===== src/rtl/led_pattern_driver_if.sv =====
// Mode-request handshake between the board controller and the LED pattern driver.
interface led_pattern_driver_if;
  logic [1:0] mode_req;
  logic       mode_valid;
  logic       mode_ready;

  modport master (output mode_req, output mode_valid, input mode_ready);
  modport slave  (input mode_req, input mode_valid, output mode_ready);
endinterface


===== src/rtl/led_pattern_driver.sv =====
// Registered LED pattern engine: tick prescaler, free-running PWM, four display
// modes (count, scan, breathe, off), tick-aligned mode changes and a sticky
// error blink that overrides the displayed mode.
module led_pattern_driver #(
  parameter int     NUM_LEDS   = 9,
  parameter longint TICK_DIV   = 64'd8388608,
  parameter int     PWM_BITS   = 8,
  parameter int     ERR_HALF   = 8,
  parameter bit     ACTIVE_LOW = 1'b0
) (
  input  logic                       clk_u59,
  input  logic                       rst,
  led_pattern_driver_if.slave        mode_if,
  input  logic                       err_flag,
  output logic                       err_active,
  output logic [1:0]                 mode_cur,
  output logic [NUM_LEDS-1:0]        leds
);

  localparam int PRE_W = (TICK_DIV > 2) ? $clog2(TICK_DIV) : 1;
  localparam logic [PRE_W-1:0] PRE_MAX = PRE_W'(TICK_DIV - 64'd1);

  localparam int POS_W = (NUM_LEDS > 2) ? $clog2(NUM_LEDS) : 1;
  localparam logic [POS_W-1:0] POS_NEAR_TOP = POS_W'(NUM_LEDS - 2);
  localparam logic [POS_W-1:0] POS_ONE      = POS_W'(1);

  localparam logic [PWM_BITS-1:0] DUTY_MAX      = '1;
  localparam logic [PWM_BITS-1:0] DUTY_NEAR_TOP = DUTY_MAX - PWM_BITS'(1);
  localparam logic [PWM_BITS-1:0] DUTY_ONE      = PWM_BITS'(1);

  localparam int BLK_W = (ERR_HALF > 2) ? $clog2(ERR_HALF) : 1;
  localparam logic [BLK_W-1:0] BLK_MAX = BLK_W'(ERR_HALF - 1);

  localparam logic [1:0] MODE_COUNT   = 2'd0;
  localparam logic [1:0] MODE_SCAN    = 2'd1;
  localparam logic [1:0] MODE_BREATHE = 2'd2;
  localparam logic [1:0] MODE_OFF     = 2'd3;

  localparam logic [NUM_LEDS-1:0] LED_IDLE = {NUM_LEDS{ACTIVE_LOW}};

  typedef enum logic [1:0] {
    ST_RUN   = 2'd0,
    ST_PEND  = 2'd1,
    ST_ERROR = 2'd2
  } state_t;

  state_t                state_q, state_d;
  logic [1:0]            mode_cur_q, mode_cur_d;
  logic [1:0]            next_mode_q, next_mode_d;
  logic                  blink_on_q, blink_on_d;
  logic [BLK_W-1:0]      blink_cnt_q, blink_cnt_d;

  logic [PRE_W-1:0]      prescale_q, prescale_d;
  logic [PWM_BITS-1:0]   pwm_cnt_q, pwm_cnt_d;
  logic [NUM_LEDS-1:0]   cnt_q, cnt_d;
  logic [POS_W-1:0]      pos_q, pos_d;
  logic                  dir_up_q, dir_up_d;
  logic [PWM_BITS-1:0]   duty_q, duty_d;
  logic                  duty_up_q, duty_up_d;
  logic [NUM_LEDS-1:0]   leds_q, leds_d;

  logic                  tick;
  logic                  ready;
  logic                  accept;
  logic                  enter_err;
  logic [NUM_LEDS-1:0]   pattern;

  assign ready              = (state_q != ST_PEND);
  assign accept             = mode_if.mode_valid && ready;
  assign mode_if.mode_ready = ready;
  assign err_active         = (state_q == ST_ERROR);
  assign mode_cur           = mode_cur_q;
  assign leds               = leds_q;

  // Prescaler wraps at TICK_DIV-1 and the PWM counter free-runs every clock.
  always_comb begin
    tick       = (prescale_q == PRE_MAX);
    prescale_d = tick ? '0 : prescale_q + PRE_W'(1);
    pwm_cnt_d  = pwm_cnt_q + PWM_BITS'(1);
  end

  // Pattern state advances on every tick whatever mode is on display; the
  // scan position and duty bounce between their ends, showing each end once.
  always_comb begin
    cnt_d     = cnt_q;
    pos_d     = pos_q;
    dir_up_d  = dir_up_q;
    duty_d    = duty_q;
    duty_up_d = duty_up_q;
    if (tick) begin
      cnt_d = cnt_q + NUM_LEDS'(1);
      if (dir_up_q) begin
        pos_d = pos_q + POS_ONE;
        if (pos_q == POS_NEAR_TOP) dir_up_d = 1'b0;
      end else begin
        pos_d = pos_q - POS_ONE;
        if (pos_q == POS_ONE) dir_up_d = 1'b1;
      end
      if (duty_up_q) begin
        duty_d = duty_q + DUTY_ONE;
        if (duty_q == DUTY_NEAR_TOP) duty_up_d = 1'b0;
      end else begin
        duty_d = duty_q - DUTY_ONE;
        if (duty_q == DUTY_ONE) duty_up_d = 1'b1;
      end
    end
  end

  // Control FSM: errors win over accepts and ticks, mode changes land on the
  // next tick, and the blink phase restarts lit whenever the error is entered.
  always_comb begin
    state_d     = state_q;
    mode_cur_d  = mode_cur_q;
    next_mode_d = next_mode_q;
    blink_on_d  = blink_on_q;
    blink_cnt_d = blink_cnt_q;
    enter_err   = 1'b0;
    case (state_q)
      ST_RUN: begin
        if (err_flag) begin
          state_d   = ST_ERROR;
          enter_err = 1'b1;
        end else if (accept) begin
          next_mode_d = mode_if.mode_req;
          state_d     = ST_PEND;
        end
      end
      ST_PEND: begin
        if (err_flag) begin
          state_d   = ST_ERROR;
          enter_err = 1'b1;
        end else if (tick) begin
          mode_cur_d = next_mode_q;
          state_d    = ST_RUN;
        end
      end
      ST_ERROR: begin
        if (accept) begin
          next_mode_d = mode_if.mode_req;
          if (!err_flag) state_d = ST_PEND;
        end
      end
      default: state_d = ST_RUN;
    endcase
    if (enter_err) begin
      blink_on_d  = 1'b1;
      blink_cnt_d = '0;
    end else if (state_q == ST_ERROR && tick) begin
      if (blink_cnt_q == BLK_MAX) begin
        blink_cnt_d = '0;
        blink_on_d  = ~blink_on_q;
      end else begin
        blink_cnt_d = blink_cnt_q + BLK_W'(1);
      end
    end
  end

  // LED image built from this cycle's state; polarity is applied here so the
  // output register holds the final pin level.
  always_comb begin
    pattern = '0;
    if (state_q == ST_ERROR) begin
      pattern = blink_on_q ? '1 : '0;
    end else begin
      case (mode_cur_q)
        MODE_COUNT:   pattern = cnt_q;
        MODE_SCAN:    pattern = NUM_LEDS'(1) << pos_q;
        MODE_BREATHE: pattern = {NUM_LEDS{pwm_cnt_q < duty_q}};
        MODE_OFF:     pattern = '0;
        default:      pattern = '0;
      endcase
    end
    leds_d = pattern ^ LED_IDLE;
  end

  // Control state, mode registers and blink phase.
  always_ff @(posedge clk_u59 or posedge rst) begin
    if (rst) begin
      state_q     <= ST_RUN;
      mode_cur_q  <= MODE_COUNT;
      next_mode_q <= MODE_COUNT;
      blink_on_q  <= 1'b1;
      blink_cnt_q <= '0;
    end else begin
      state_q     <= state_d;
      mode_cur_q  <= mode_cur_d;
      next_mode_q <= next_mode_d;
      blink_on_q  <= blink_on_d;
      blink_cnt_q <= blink_cnt_d;
    end
  end

  // Prescaler, PWM counter, pattern state and the LED output register.
  always_ff @(posedge clk_u59 or posedge rst) begin
    if (rst) begin
      prescale_q <= '0;
      pwm_cnt_q  <= '0;
      cnt_q      <= '0;
      pos_q      <= '0;
      dir_up_q   <= 1'b1;
      duty_q     <= '0;
      duty_up_q  <= 1'b1;
      leds_q     <= LED_IDLE;
    end else begin
      prescale_q <= prescale_d;
      pwm_cnt_q  <= pwm_cnt_d;
      cnt_q      <= cnt_d;
      pos_q      <= pos_d;
      dir_up_q   <= dir_up_d;
      duty_q     <= duty_d;
      duty_up_q  <= duty_up_d;
      leds_q     <= leds_d;
    end
  end

endmodule


===== src/flat_wrapper.sv =====
// flat-port wrapper written by rule: the top's interface ports become plain ports
module led_pattern_driver_flat 
#(
  parameter int     NUM_LEDS   = 9,
  parameter longint TICK_DIV   = 64'd8388608,
  parameter int     PWM_BITS   = 8,
  parameter int     ERR_HALF   = 8,
  parameter bit     ACTIVE_LOW = 1'b0
)
  (clk_u59, rst, err_flag, err_active, mode_cur, leds, mode_if_mode_req, mode_if_mode_valid, mode_if_mode_ready);
  led_pattern_driver_if mode_if_i ();
  input  logic clk_u59;
  input  logic rst;
  input  logic err_flag;
  output logic err_active;
  output logic [1:0] mode_cur;
  output logic [NUM_LEDS-1:0] leds;
  input wire logic [$bits(mode_if_i.mode_req)-1:0] mode_if_mode_req;
  input wire logic [$bits(mode_if_i.mode_valid)-1:0] mode_if_mode_valid;
  output wire logic [$bits(mode_if_i.mode_ready)-1:0] mode_if_mode_ready;
  assign mode_if_i.mode_req = mode_if_mode_req;
  assign mode_if_i.mode_valid = mode_if_mode_valid;
  assign mode_if_mode_ready = mode_if_i.mode_ready;
  led_pattern_driver #(.NUM_LEDS(NUM_LEDS), .TICK_DIV(TICK_DIV), .PWM_BITS(PWM_BITS), .ERR_HALF(ERR_HALF), .ACTIVE_LOW(ACTIVE_LOW)) u_core (.clk_u59(clk_u59), .rst(rst), .mode_if(mode_if_i), .err_flag(err_flag), .err_active(err_active), .mode_cur(mode_cur), .leds(leds));
endmodule

===== config.mk =====
export PLATFORM = sky130hd
export DESIGN_NAME = led_pattern_driver_flat
export DESIGN_NICKNAME = d
export VERILOG_FILES = /design/src/rtl/led_pattern_driver_if.sv /design/src/rtl/led_pattern_driver.sv /design/src/flat_wrapper.sv
export SDC_FILE = /design/constraint.sdc
export NUM_CORES = 1
export LEC_CHECK = 0
export BUFFER_PORTS_ARGS = -buffer_cell sky130_fd_sc_hd__buf_2
export CORE_MARGIN = 4
export CORE_UTILIZATION = 55
export CTS_BUF_LIST = sky130_fd_sc_hd__clkbuf_4
export CTS_CLUSTER_DIAMETER = 30
export DETAILED_ROUTE_END_ITERATION = 10
export PLACE_DENSITY = 0.76
export SLEW_MARGIN = 20
export SYNTH_ARGS = -nofsm -noshare
export SYNTH_HDL_FRONTEND = slang
export SYNTH_SLANG_ARGS = --single-unit

===== constraint.sdc =====
create_clock -name clk_u59 -period 2.45 [get_ports clk_u59]
set_clock_uncertainty 0.1 [all_clocks]
set_input_delay 0.3675 -clock clk_u59 [delete_from_list [all_inputs] [get_ports clk_u59]]
set_output_delay 0.3675 -clock clk_u59 [all_outputs]
set_load 0.005 [all_outputs]

==> impl_metrics.toml <==
[grt]
overflow = 0
grt_pass1_wl_mm = 12.39
grt_pass1_vias = 2600
gr-usage-all-layers = 0.1878
grt_max_degree = 74
antenna_found_initial = 0

[power_and_ir_drop]
clockPowerShare = 0.391
swShare = 0.2342
power.density_mw_per_mm2 = 536.7
internal_power_mw = 1.707
seq_power_share = 0.559
p_sw_mw = 0.5219
finalPower_mw = 2.229
combPwrFrac = 0.050
leakagePower_nw = 1.890
peakVddDrop_uv = 204.6

[synth]
synth_cell_types = 53
synth-xor-area-share = 0.09296
synthAdderAreaFrac = 0.07636
yosysTopAreaCell = "dfrtp_1"
synth_top_area_share = 0.4648
synthCells = 358
synthMuxAreaShare = 0.01926
ys_seq_area_frac = 0.4857
syn_area_per_cell_sq_um = 10.53
synth_edf_count = 0
synth_top_family_by_area = "simple AND/OR/NAND/NOR gates"
syn-num-nets = 387
synth-compound-area-share = 0.09462
synth-simple-area-share = 0.2002
synth_seq_cells = 73
synthTopCellsByArea = "dfrtp_1 (46%), ha_1 (7.6%), xnor2_1 (6.3%), xor2_1 (3.0%), nand3_1 (2.9%)"
yosys_warnings = 0
synth_top_flop_cell = "dfrtp_1"
async_flop_share = 1.000
synthesis.area_sq_mm = 0.003769

[die]
initial_utilization = 0.5802
pin_count = 19
core_sq_mm = 0.006495
num_rows = 29
fp.dieW_microns = 90.78
die_area_sq_mm = 0.008240
die_h_microns = 90.78

[clocking]
cts.htree.levels = 3
cts_buffer_depth = 2
cts_tree = "done"
clk_pin_slew_worst_paths_ns = 0.13
cts-buffers-inserted = 9
clock_sinks = 73
clockRootBuffer = "clkbuf_4"
clkLatencyLatePin_ns = 0.43

[sta]
fmax_mhz = 442.2
setup_tns_ns = 0
hold_viol = 0
rsz0062_at_grt = "no"
tightest_slew_ns = 0.6285
finalCritPeriodShare = 0.9231
hold_ws_ns = 0.05719
slew_violations = 0
fin_crit_ns = 2.261
slew_headroom = 0.5794
final-setup-viol-count = 0

[cells_and_area]
drive_gt1_frac = 0.1473
final_nets = 411
final_util = 0.6394
area_delta_synth_final_pct = 10.19
antenna_cells = 0

[setup_path]
crit_path_end_kind = "register"
slowest_delay_ns = 0.55
path_cells = "ha_1 > nand3_2 > or4_4 > or3_4 > mux2_4"
crit_slowest_cell = "or4_4"
reg2regPathDepth = 5
critical_path_buf_inv_count = 0
path_max_fanout = 6
worstSetupPathType = "register to register"
crit_cells = 5
cp.required_ns = 2.68
cp.arrival_ns = 2.50
crit_family = "simple AND/OR/NAND/NOR gates"
crit_path_start_kind = "register"

[outcome]
run_status = "completed"

[detailed_routing]
wire_per_inst_microns = 15.91
viasPerCell = 5.823
vias = 2702
drt_iter0_drc = 146
drt.antenna.violating_nets = 0
routed_wl_mm = 7.380
first_pass_iters = 4
remaining_drc_errors = 0

[min_path]
holdPathStages = 2
hp-class = "primary input to register"

[job]
max-cap-violations = 0

[place]
hpwl_mm = 5.006
numPortBuffers = 18
gp_congestion = 0.9190
sequential cells by signal, summed over array words and instances, names as in the netlist, 2 cells and up:
name / flops
u_core.next_mode_q: 2
u_core.prescale_q: 23
u_core.pos_q: 4
u_core.state_q: 2
u_core.mode_cur: 2
u_core.cnt_q: 9
u_core.leds: 9
u_core.blink_cnt_q: 3
u_core.duty_q: 8
u_core.pwm_cnt_q: 8
cells in the mapped netlist (all sizes together) (3+ instances only):
cell type and n:
a211oi 4, a21o 7, a21oi 16, a31oi 3
and3 7, and4 6, clkbuf 11, dfrtp 70
dfstp 3, ha 23, inv 16, mux2 4
nand2 20, nand2b 10, nand3 23, nand4 16
nor2 18, nor2b 4, nor3 9, o21ai 10
or2 3, or3 3, or4 4, xnor2 27
xor2 13
cell type report:
cell class / instances / area (sq um)
clock buffer: 10 / 75.07
clock inverter: 6 / 92.59
fill: 511 / 2342
inverter: 17 / 63.81
multi-input combinational: 256 / 1834
sequential: 73 / 1831
tap: 77 / 96.34
timing repair buffer: 25 / 160.2
repair_timing:
| item | 4_1_cts | 5_1_grt |
|---|---|---|
| resized for setup | 0 | 1 |
| hold endpoints to repair | 71 | 0 |
| buffers inserted | 0 | 0 |
| hold buffers | 2 | 0 |
| setup endpoints to repair | 0 | 2 |
stage by stage:
stage	setup WS, ns	cell area, sq um	std cells
floorplan	0.1342	3769	358
global placement	0.2189	3959	446
detailed placement	0.1469	3959	446
CTS	0.1397	4146	464
global route	0.08773	4153	464
finish	0.1885	4153	464
cells by family after synthesis:
group / Yosys count
compound gates: 55
xor+xnor: 40
fa+ha+maj: 23
buf+inv: 29
flops: 73
mux: 6
simple gates: 132
layout by cell type (no fill, tap or decap), types with 13 or more instances in the layout:
| master | instances |
|---|---|
| a21oi_1 | 16 |
| buf_2 | 18 |
| dfrtp_1 | 70 |
| ha_1 | 23 |
| inv_1 | 15 |
| nand2_1 | 20 |
| nand3_1 | 22 |
| nand4_1 | 15 |
| nor2_1 | 18 |
| xnor2_1 | 27 |
| xor2_1 | 13 |
per-layer routing:
metal	vias to the layer above	GRT usage	part of all wire
met3	16	0.04667	0.038
met4	0	0.07538	0.023
met1	1293	0.2568	0.47
li1	1327	-	-
met2	66	0.2872	0.47
met5	-	0	0
power groups by stage:
stage	sequential [mW]	combinational, mW	clock (mW)
floorplan	1.27	0.0581	0
global placement	1.27	0.107	0
detailed placement	1.27	0.110	0
CTS	1.25	0.113	0.890
global route	1.25	0.125	0.959
finish	1.25	0.111	0.872
worst paths after layout:
path / startpoint / endpoint / slack [ns]
setup / recovery: u_core.prescale_q[0] / u_core.mode_cur[1] / 0.19
hold / removal: mode_if_mode_req[0] / u_core.next_mode_q[0] / 0.06
max in group asynchronous: rst / u_core.duty_up_q / 1.47
hold reg to reg: u_core.cnt_q[8] / u_core.cnt_q[8] / 0.38
setup reg to reg: u_core.prescale_q[0] / u_core.mode_cur[1] / 0.19
min in group asynchronous: rst / u_core.leds[2] / 0.44
Note: power is estimated with default switching activity, not from simulation.
